===== src/rtl/uart_burst_tx.sv =====
// Burst serialiser feeding async_transmitter: sends 1..MAX_BYTES bytes of a latched
// buffer, byte 0 first, pacing each byte on TxD_busy plus an inter-byte gap.
module uart_burst_tx #(
  parameter int MAX_BYTES   = 8,
  parameter int GAP_CYCLES  = 16,
  parameter int ACK_TIMEOUT = 8
) (
  input  logic                   clk,
  input  logic                   rst,
  input  logic                   start,
  input  logic [3:0]             byte_count,
  input  logic [8*MAX_BYTES-1:0] data_in,
  output logic                   busy,
  output logic                   done,
  output logic                   err,
  output logic                   tx_start,
  output logic [7:0]             tx_data,
  input  logic                   tx_busy
);

  localparam int DATA_W = 8 * MAX_BYTES;
  localparam int IDX_W  = (MAX_BYTES > 1) ? $clog2(MAX_BYTES) : 1;
  localparam int GAP_W  = (GAP_CYCLES > 0) ? $clog2(GAP_CYCLES + 1) : 1;
  localparam int ACK_W  = (ACK_TIMEOUT > 0) ? $clog2(ACK_TIMEOUT + 1) : 1;

  localparam logic [3:0]       MAX_CNT  = 4'(MAX_BYTES);
  localparam logic [GAP_W-1:0] GAP_LAST = GAP_W'((GAP_CYCLES > 0) ? GAP_CYCLES - 1 : 0);
  localparam logic [GAP_W-1:0] GAP_SAT  = GAP_W'(GAP_CYCLES);
  localparam logic [ACK_W-1:0] ACK_LAST = ACK_W'((ACK_TIMEOUT > 2) ? ACK_TIMEOUT - 2 : 0);
  localparam logic [ACK_W-1:0] ACK_SAT  = ACK_W'(ACK_TIMEOUT);

  typedef enum logic [2:0] {
    S_IDLE, S_LOAD, S_FIRE, S_ACK, S_DRAIN, S_GAP, S_NEXT, S_FIN
  } state_t;

  state_t             r_state;
  state_t             w_state_nxt;
  logic [DATA_W-1:0]  r_data;
  logic [3:0]         r_count;
  logic [IDX_W-1:0]   r_idx;
  logic [GAP_W-1:0]   r_gap_cnt;
  logic [ACK_W-1:0]   r_ack_cnt;
  logic               r_busy;
  logic               r_done;
  logic               r_err;
  logic               r_tx_start;
  logic [7:0]         r_tx_data;

  logic [3:0]         w_count_clamped;
  logic               w_accept;
  logic               w_last;
  logic               w_ack_expired;
  logic               w_gap_expired;
  logic [DATA_W-1:0]  w_shifted;
  logic [7:0]         w_byte;

  assign w_count_clamped = (byte_count > MAX_CNT) ? MAX_CNT : byte_count;
  assign w_accept        = (r_state == S_IDLE) && start;
  assign w_last          = ((4'(r_idx) + 4'd1) == r_count);
  // The tx_start cycle is the first allowed cycle, so err lands ACK_TIMEOUT cycles after it.
  assign w_ack_expired   = (r_ack_cnt >= ACK_LAST);
  assign w_gap_expired   = (r_gap_cnt == GAP_LAST);

  // Byte 0 lives in the MSBs; shift the selected byte up to the top.
  assign w_shifted = r_data << {r_idx, 3'b000};
  assign w_byte    = w_shifted[DATA_W-1 -: 8];

  always_comb begin
    w_state_nxt = r_state;
    case (r_state)
      S_IDLE:  if (start) w_state_nxt = (w_count_clamped == 4'd0) ? S_FIN : S_LOAD;
      S_LOAD:  w_state_nxt = S_FIRE;
      S_FIRE:  w_state_nxt = S_ACK;
      S_ACK: begin
        if (tx_busy)            w_state_nxt = S_DRAIN;
        else if (w_ack_expired) w_state_nxt = S_FIN;
      end
      S_DRAIN: if (!tx_busy) w_state_nxt = (GAP_CYCLES > 0) ? S_GAP : S_NEXT;
      S_GAP:   if (w_gap_expired) w_state_nxt = S_NEXT;
      S_NEXT:  w_state_nxt = w_last ? S_FIN : S_LOAD;
      S_FIN:   w_state_nxt = S_IDLE;
      default: w_state_nxt = S_IDLE;
    endcase
  end

  // Payload and length are held for the whole burst; no reset needed on data.
  always_ff @(posedge clk) begin
    if (w_accept) begin
      r_data  <= data_in;
      r_count <= w_count_clamped;
    end
  end

  always_ff @(posedge clk or negedge rst) begin
    if (!rst) begin
      r_state    <= S_IDLE;
      r_idx      <= '0;
      r_gap_cnt  <= '0;
      r_ack_cnt  <= '0;
      r_busy     <= 1'b0;
      r_done     <= 1'b0;
      r_err      <= 1'b0;
      r_tx_start <= 1'b0;
      r_tx_data  <= 8'h00;
    end else begin
      r_state    <= w_state_nxt;
      r_busy     <= (w_state_nxt inside {S_LOAD, S_FIRE, S_ACK, S_DRAIN, S_GAP, S_NEXT});
      r_done     <= (w_state_nxt == S_FIN);
      r_tx_start <= (w_state_nxt == S_FIRE);

      if (w_accept) begin
        r_idx <= '0;
        r_err <= 1'b0;
      end else if (r_state == S_NEXT && !w_last) begin
        r_idx <= r_idx + IDX_W'(1);
      end

      if (r_state == S_LOAD) r_tx_data <= w_byte;

      if (r_state == S_FIRE)
        r_ack_cnt <= '0;
      else if (r_state == S_ACK && r_ack_cnt != ACK_SAT)
        r_ack_cnt <= r_ack_cnt + ACK_W'(1);

      if (r_state == S_DRAIN)
        r_gap_cnt <= '0;
      else if (r_state == S_GAP && r_gap_cnt != GAP_SAT)
        r_gap_cnt <= r_gap_cnt + GAP_W'(1);

      if (r_state == S_ACK && !tx_busy && w_ack_expired) r_err <= 1'b1;
    end
  end

  assign busy     = r_busy;
  assign done     = r_done;
  assign err      = r_err;
  assign tx_start = r_tx_start;
  assign tx_data  = r_tx_data;

endmodule


===== config.mk =====
export PLATFORM = sky130hd
export DESIGN_NAME = uart_burst_tx
export DESIGN_NICKNAME = d
export VERILOG_FILES = /design/src/rtl/uart_burst_tx.sv
export SDC_FILE = /design/constraint.sdc
export NUM_CORES = 1
export LEC_CHECK = 0
export CELL_PAD_IN_SITES_DETAIL_PLACEMENT = 0
export CELL_PAD_IN_SITES_GLOBAL_PLACEMENT = 2
export CORE_ASPECT_RATIO = 0.6
export CORE_MARGIN = 10
export CORE_UTILIZATION = 30
export CTS_BUF_LIST = sky130_fd_sc_hd__clkbuf_16
export CTS_CLUSTER_DIAMETER = 150
export CTS_CLUSTER_SIZE = 24
export DETAILED_ROUTE_END_ITERATION = 10
export PLACE_DENSITY = 0.7
export SYNTH_ARGS = -nofsm -noshare
export SYNTH_HDL_FRONTEND = slang
export SYNTH_SLANG_ARGS = --single-unit

===== constraint.sdc =====
create_clock -name clk -period 8.33 [get_ports clk]
set_input_delay 0.833 -clock clk [delete_from_list [all_inputs] [get_ports clk]]
set_output_delay 0.833 -clock clk [all_outputs]
set_load 0.01 [all_outputs]

==> impl_metrics.env <==
export IMPL_multi_input_area_sq_um=1150
export IMPL_die_w_um=169
export IMPL_whs_endpoint="err"
export IMPL_stdcell_count=521
export IMPL_cts_setup_buffers=0
export IMPL_postCtsHoldBufs=0
export IMPL_drv_slew=0
export IMPL_utilization_pct=41.0
export IMPL_yosysWarnings=0
export IMPL_worstPathMaxFanout=20
export IMPL_syn_inst=260
export IMPL_grtUsageMet1_pct=14.4
export IMPL_numCtsBuffers=9
export IMPL_syn_num_nets=339
export IMPL_met2_usage_pct=13.4
export IMPL_grt_pass1_vias=2498
export IMPL_wirelength_um=9250
export IMPL_rows=32
export IMPL_holdPathStages=1
export IMPL_layout_drive_gt1_share_pct=10.8
export IMPL_root_buffer="clkbuf_16"
export IMPL_final_common_cell="clkdlybuf4s50_1"
export IMPL_power_density_nw_per_um2=308
export IMPL_hold_violations=0
export IMPL_synth_cell_area_sq_um=3980
export IMPL_ir_worst_vdd_uv=89.8
export IMPL_slew_headroom_pct=26.9
export IMPL_finalSetupViolations=0
export IMPL_start_util_pct=30.9
export IMPL_placed_cells=505
export IMPL_required_ns=8.58
export IMPL_clk_latency_ns=0.34
export IMPL_drt_initial_drc_count=105
export IMPL_area_growth_synth_to_final_pct=32.8
export IMPL_end_kind="register"
export IMPL_skew_ns=0.00732
export IMPL_drt_vias_per_instance=4.58
export IMPL_vias=2386
export IMPL_io_buffers=83
export IMPL_ys_types=38
export IMPL_leakage_nw=1.89
export IMPL_h_tree_depth=3
export IMPL_cts_max_path_buffers=2
export IMPL_grt_busiest_layer="met1"
export IMPL_die_h_um=109
export IMPL_r2r_start="r_idx[1]"
export IMPL_cts_resized=0
export IMPL_critPathKind="register to register"
export IMPL_cp_start_kind="register"
export IMPL_r2r_end="r_idx[1]"
export IMPL_grt_pass1_wl_um=14400
export IMPL_status="finished clean"
export IMPL_dp_hpwl_um=6660
export IMPL_synth_seq_area_share_pct=68.3
export IMPL_grt_use_met3_pct=5.03
export IMPL_io_pins=84
export IMPL_overflow=0
export IMPL_dr_pass1_iters=4
export IMPL_register_area_sq_um=2720
export IMPL_cts_tree="built"
export IMPL_min_period_ns=2.64
export IMPL_synth_avg_cell_area_sq_um=15.3
export IMPL_final_cell_mix="clkdlybuf4s50_1 (83), edfxtp_1 (68), dfrtp_1 (27)"
export IMPL_design_area_sq_um=5280
export IMPL_antenna_found_initial=0
export IMPL_gp_congestion=0.756
export IMPL_fillers=1225
export IMPL_min_from="err"
export IMPL_nets=425
export IMPL_crit_start="r_idx[1]"
export IMPL_core_area_sq_um=12900
export IMPL_clk_pin_slew_ns=0.07
export IMPL_cp_arrival_ns=2.89
export IMPL_post_route_drc_count=0
export IMPL_tightestPinTransition_ns=1.09
export IMPL_reg2reg_slack_ns=5.69
export IMPL_antenna_left=0
export IMPL_placed_area_sq_um=4980
export IMPL_hp_class="register to register"
export IMPL_maxCapViolCount=0
export IMPL_diodes=0
export IMPL_clock_sinks=95
export IMPL_dieArea_sq_um=18400
export IMPL_reg2reg_depth=6
export IMPL_rsz0062_at_grt="no"
export IMPL_track_usage_pct=10.3
export IMPL_grt_max_degree=71
export IMPL_ys_ff_latch=95
export IMPL_final_setup_tns_ns=0
export IMPL_max_freq_mhz=379
export IMPL_wl_per_cell_um=17.8
export IMPL_period_share_pct=31.6
layer usage:
metal	wire [um]	vias up
met5	0	-
met4	59	0
met3	744	6
met2	3740	86
met1	4710	1139
li1	-	1155
through the flow:
stage               setup slack, ns  hold slack [ns]  total power [W]
floorplan                      5.59            0.463          0.00105
global placement               5.74            0.493          0.00122
detailed placement             5.64            0.479          0.00123
CTS                            5.60            0.496          0.00165
global route                   5.42            0.544          0.00174
finish                         5.69            0.497          0.00163
cells in the mapped netlist:
library cell | n | area [sq um]
or3_4 | 1 | 11.3
a22o_1 | 1 | 8.76
nor3b_1 | 1 | 7.51
nand3_1 | 7 | 35.0
edfxtp_1 | 68 | 2040
a31oi_1 | 2 | 12.5
inv_1 | 11 | 41.3
buf_2 | 2 | 10.0
buf_6 | 2 | 22.5
buf_4 | 2 | 15.0
nor2_1 | 19 | 71.3
a211o_1 | 2 | 17.5
nor4_1 | 1 | 6.26
nand4_1 | 1 | 6.26
ha_1 | 7 | 87.6
a22oi_1 | 1 | 7.51
nor4bb_1 | 1 | 10.0
nand2b_1 | 3 | 18.8
clkbuf_1 | 5 | 18.8
o22ai_1 | 1 | 6.26
and3_1 | 3 | 18.8
nand2_1 | 13 | 48.8
xor2_1 | 4 | 35.0
a21o_1 | 1 | 7.51
a21oi_1 | 20 | 100
xnor2_1 | 2 | 17.5
and2_1 | 1 | 6.26
mux4_2 | 16 | 360
o21ai_0 | 10 | 50.1
a311o_1 | 1 | 10.0
nor2b_1 | 3 | 18.8
mux2i_1 | 11 | 110
a32o_1 | 1 | 10.0
dfrtp_1 | 27 | 676
nor3_1 | 5 | 25.0
nand3b_1 | 1 | 7.51
or3_1 | 2 | 12.5
a31o_2 | 1 | 8.76
kinds of logic (layout without fill, tap and decap cells):
kind of cell    Yosys count  count (layout)  synth area share, %
compound gates           41              41                 6.01
flops                    95              95                 68.3
buf+inv                  22             113                 2.70
simple gates             62              62                 7.64
mux                      27              27                 11.8
fa+ha+maj                 7               7                 2.20
xor+xnor                  6               6                 1.32
flip-flops by register name, summed over array words and instances, names as in the netlist, 3 cells and up:
| name | count |
|---|---|
| r_count | 4 |
| r_data | 64 |
| r_state | 3 |
| r_idx | 3 |
| r_gap_cnt | 5 |
| r_ack_cnt | 4 |
| tx_data | 8 |
critical path, cell delays in order (launching register included):
cell and delay, ns:
dfrtp_1 0.94, ha_1 0.33, xor2_1 0.26, nand3_1 0.16, a31oi_1 0.51, o21ai_0 0.17, a21oi_1 0.19
layout make-up:
class	instances	area share [%]
inverter	11	0.781
clock inverter	7	1.52
timing repair buffer	86	16.1
tap	170	4.03
clock buffer	9	4.26
sequential	95	51.4
multi-input combinational	143	21.8
how the worst max path moves through the flow:
stage / endpoint / cells past startpoint
after floorplan: r_count[0] / 4
after global placement: r_data[14] / 4
after detailed placement: r_idx[1] / 6
after CTS: r_idx[1] / 6
after global routing: r_idx[1] / 6
final: r_idx[1] / 6
power breakdown:
part	internal (W)	total (W)	switching, W	leakage (nW)
combinational	0.000247	0.000476	0.000229	0.792
sequential	0.000629	0.000734	0.000105	0.951
clock	0.000237	0.000415	0.000178	0.148
(Power assumes the default switching activity.)
